[src/rtl/lfsr_gen.sv]
// Single-channel LFSR with configurable width, polynomial and structure (Fibonacci/Galois),
// seed load with zero-seed protection, and on-line period measurement.
module lfsr_gen #(
  parameter int unsigned           WIDTH      = 8,
  parameter logic [WIDTH-1:0]      TAPS       = 8'hB8,
  parameter int unsigned           MODE       = 0,
  parameter logic [WIDTH-1:0]      RESET_SEED = WIDTH'(1)
) (
  input  logic             clk,
  input  logic             rst,
  input  logic             en,
  input  logic             load,
  input  logic [WIDTH-1:0] seed,
  output logic [WIDTH-1:0] dout,
  output logic             bit_out,
  output logic             wrap,
  output logic [WIDTH-1:0] period,
  output logic             period_valid,
  output logic             lock_err
);

  logic [WIDTH-1:0] state_q, state_d;
  logic [WIDTH-1:0] ref_q, ref_d;
  logic [WIDTH-1:0] cnt_q, cnt_d;
  logic [WIDTH-1:0] period_q, period_d;
  logic             period_valid_q, period_valid_d;
  logic             wrap_q, wrap_d;
  logic             lock_err_q, lock_err_d;
  logic [WIDTH-1:0] nxt;

  always_comb begin
    if (MODE == 0) begin
      nxt = {state_q[WIDTH-2:0], ^(state_q & TAPS)};
    end else begin
      nxt = {state_q[WIDTH-2:0], 1'b0} ^ ({WIDTH{state_q[WIDTH-1]}} & TAPS);
    end
  end

  always_comb begin
    state_d        = state_q;
    ref_d          = ref_q;
    cnt_d          = cnt_q;
    period_d       = period_q;
    period_valid_d = period_valid_q;
    wrap_d         = 1'b0;
    lock_err_d     = 1'b0;
    if (load) begin
      // An all-zero seed would lock the register forever; substitute 1 and flag it.
      if (seed != '0) begin
        state_d = seed;
        ref_d   = seed;
      end else begin
        state_d    = WIDTH'(1);
        ref_d      = WIDTH'(1);
        lock_err_d = 1'b1;
      end
      cnt_d          = '0;
      period_d       = '0;
      period_valid_d = 1'b0;
    end else if (en) begin
      state_d = nxt;
      if (nxt == ref_q) begin
        wrap_d         = 1'b1;
        period_d       = cnt_q + WIDTH'(1);
        period_valid_d = 1'b1;
        cnt_d          = '0;
      end else if (cnt_q != '1) begin
        cnt_d = cnt_q + WIDTH'(1);
      end
    end
  end

  always_ff @(posedge clk or posedge rst) begin
    if (rst) begin
      state_q        <= RESET_SEED;
      ref_q          <= RESET_SEED;
      cnt_q          <= '0;
      period_q       <= '0;
      period_valid_q <= 1'b0;
      wrap_q         <= 1'b0;
      lock_err_q     <= 1'b0;
    end else begin
      state_q        <= state_d;
      ref_q          <= ref_d;
      cnt_q          <= cnt_d;
      period_q       <= period_d;
      period_valid_q <= period_valid_d;
      wrap_q         <= wrap_d;
      lock_err_q     <= lock_err_d;
    end
  end

  assign dout         = state_q;
  assign bit_out      = state_q[WIDTH-1];
  assign wrap         = wrap_q;
  assign period       = period_q;
  assign period_valid = period_valid_q;
  assign lock_err     = lock_err_q;

endmodule

[config.mk]
export PLATFORM = sky130hd
export DESIGN_NAME = lfsr_gen
export DESIGN_NICKNAME = d
export VERILOG_FILES = /design/src/rtl/lfsr_gen.sv
export SDC_FILE = /design/constraint.sdc
export NUM_CORES = 1
export LEC_CHECK = 0
export ABC_AREA = 1
export CORE_MARGIN = 4
export CORE_UTILIZATION = 29
export CTS_BUF_LIST = sky130_fd_sc_hd__clkbuf_4
export DETAILED_ROUTE_END_ITERATION = 16
export PLACE_DENSITY = 0.56
export SLEW_MARGIN = 15
export SYNTH_ARGS = -nofsm -noshare
export SYNTH_HDL_FRONTEND = slang
export SYNTH_SLANG_ARGS = --single-unit
[constraint.sdc]
create_clock -name clk -period 2.8 [get_ports clk]
set_clock_uncertainty 0.05 [all_clocks]
set_input_delay 0.56 -clock clk [delete_from_list [all_inputs] [get_ports clk]]
set_output_delay 0.56 -clock clk [all_outputs]
set_load 0.005 [all_outputs]
==> flow_summary.json <==
{
  "outcome": "finished clean",
  "final_layout_size_suffix_gt1_frac": 0.102,
  "hpwlAfterDp_um": 3280,
  "dr.pass1.iters": 4,
  "drtAntennaViolNets": 0,
  "synth.most_common_cell": "nand2_1",
  "arrival_ps": 1400,
  "crit_slowest_cell": "dfstp_2",
  "worstPathCellList": "clkdlybuf4s50_1",
  "critPathKind": "flop to primary output",
  "fin_crit_sh": 0.720,
  "fmax_mhz": 496,
  "clkTransAtPathRegs_ps": 100,
  "area_growth_pct": 26.2,
  "grt_pass1_wl_um": 7310,
  "finalSetupViolCount": 0,
  "post_cts_buffers": 0,
  "cp-start-kind": "flop",
  "grt_overflow": 0,
  "dp_slack_ps": 559,
  "ios": 32,
  "path_depth": 1,
  "synth_compound_area_frac": 0.110,
  "required_ps": 2190,
  "period_needed_ps": 2010,
  "yosys_warnings": 0,
  "drt-total-wl_um": 4200,
  "htreeDepth": 2,
  "synthDistinctLibCells": 31,
  "gp_congestion": 0.823,
  "min_path_type": "flop to flop",
  "timing.final.ws_setup_ps": 785,
  "end_kind": "primary output",
  "grt_pass1_vias": 1537,
  "rsz0062_at_grt": "false",
  "antenna_found_initial": 0,
  "hold_viol": 0,
  "synth_xor_area_frac": 0.0347,
  "num_antenna_cells": 0,
  "max_stage_delay_ps": 570,
  "synth_area_leaders": "dfrtp_1 (47%), nand2_1 (15%), inv_1 (5.3%)",
  "synth_cells": 218,
  "async_flop_share": 1.00,
  "cp_top_family": "flip-flops",
  "holdWs_ps": 432,
  "multi_input_area_um2": 753,
  "clkSinkCount": 35,
  "core-area_um2": 5920,
  "cts.repair.resized": 0,
  "p_per_area_nw_per_um2": 477,
  "max-cap-violations": 0,
  "portBuffers": 31,
  "postCtsHoldBufs": 0,
  "syn_area_per_cell_um2": 8.12,
  "ys_top_cells_by_count": "nand2_1 (71), dfrtp_1 (33), inv_1 (25)",
  "dieArea_um2": 7410,
  "synth_ff_type": "dfrtp_1",
  "drt_iter0_markers": 111,
  "mappedNetlistArea_um2": 1770,
  "grt_max_degree": 25,
  "cts-root-buf": "clkbuf_4",
  "yosysTopAreaCell": "dfrtp_1",
  "leakage_nw": 1.09,
  "worstSkewPairLatency_ps": 340,
  "cts_max_path_buffers": 2,
  "ys_ff_latch": 35,
  "drc": 0,
  "p_total_mw": 1.06,
  "synthAdderAreaFrac": 0.00707,
  "whs_path_depth": 2,
  "rr_worst_depth": 10,
  "tritoncts": "done",
  "synth_edf_count": 0,
  "die_h_um": 86.1,
  "synth_nets": 231,
  "critPathMaxFanout": 4,
  "tightest_slew_ps": 473,
  "synth_top_family_by_area": "simple AND/OR/NAND/NOR gates",
  "synthSimpleGateAreaFrac": 0.274,
  "final-seq-area_um2": 878,
  "fin_tns_setup_ps": 0,
  "synth.yosys.seq_area_share": 0.496,
  "cp.buffers_inverters": 1,
  "netlist.area_leader.share": 0.467,
  "drv_slew": 0,
  "synthMuxAreaShare": 0,
  "wl_per_cell_um": 12.7,
  "start_util": 0.299,
  "ir_worst_vdd_uv": 145,
  "vias": 1522,
  "cts_inserted_buffers": 5,
  "via_per_inst": 4.60,
  "grt_usage": 0.124,
  "rows": 28,
  "finalNetCount": 268,
  "chipWidth_um": 86.1,
  "nFillCells": 630,
  "slew_headroom": 0.684
}
through the flow:
| step | instances | instance area (um^2) | util |
|---|---|---|---|
| 2_1_floorplan | 218 | 1770 | - |
| 3_3_place_gp | 323 | 2170 | 0.367 |
| 3_5_place_dp | 323 | 2170 | 0.367 |
| 4_1_cts | 331 | 2230 | 0.377 |
| 5_1_grt | 331 | 2230 | 0.377 |
| 6_report | 331 | 2230 | 0.377 |
layout by cell type, fill, tap and decap left out, types with 2 or more instances in the layout:
cell type / count
nand2_1: 71
dfrtp_1: 33
clkdlybuf4s50_1: 31
inv_1: 25
nor2_1: 15
nand3_1: 11
o21ai_0: 9
nand4_1: 7
clkbuf_4: 7
a21oi_1: 5
buf_4: 5
xnor2_1: 4
o211ai_1: 4
nand2_2: 3
xor2_1: 3
o221ai_1: 3
o21ai_2: 3
nor2_4: 2
o21ai_1: 2
dfstp_2: 2
layer usage:
metal,global-route usage,wire [um],share of wire,vias to the layer above
met5,0,0,0,-
met4,0.0388,53,0.013,0
met3,0.0259,193,0.046,5
met2,0.188,1900,0.45,27
met1,0.176,2050,0.49,717
li1,-,-,-,773
area by class of cell:
type	instances	area share
Sequential cell	35	0.393
Multi-Input combinational cell	150	0.337
Timing Repair Buffer	36	0.156
Inverter	27	0.0454
Tap cell	75	0.0420
Clock buffer	7	0.0235
Clock inverter	1	0.00224
worst paths after layout:
kind | start | endpoint | slack, ps
max in group asynchronous | rst | cnt_q[4] | 1530
worst min-delay path | period[7] | period[7] | 430
worst min register to register | period[7] | period[7] | 430
worst max-delay path | dout[0] | dout[0] | 790
worst max register to register | dout[0] | period[6] | 1050
min in group asynchronous | rst | dout[1] | 470
sequential cells by signal, summed over array words and instances (netlist names):
| register | flops |
|---|---|
| cnt_q | 8 |
| dout | 8 |
| period | 8 |
| ref_q | 8 |
| lock_err | 1 |
| period_valid | 1 |
| wrap | 1 |
cells by family (layout without fill, tap and decap cells):
| family | after synthesis | count (layout) |
|---|---|---|
| AO/OA/AOI/OAI | 30 | 30 |
| adder cells (fa/ha/maj) | 1 | 1 |
| flip-flops | 35 | 35 |
| AND/OR/NAND/NOR | 112 | 112 |
| XOR/XNOR | 7 | 7 |
| buffers and inverters | 33 | 71 |
power breakdown:
group | total, mW | leakage [nW] | internal (mW) | switching (mW)
combinational | 0.209 | 0.598 | 0.0977 | 0.111
sequential | 0.573 | 0.454 | 0.541 | 0.0323
clock | 0.282 | 0.0361 | 0.117 | 0.164
total | 1.06 | 1.09 | 0.756 | 0.308
Power figures use the tool's default switching activity.
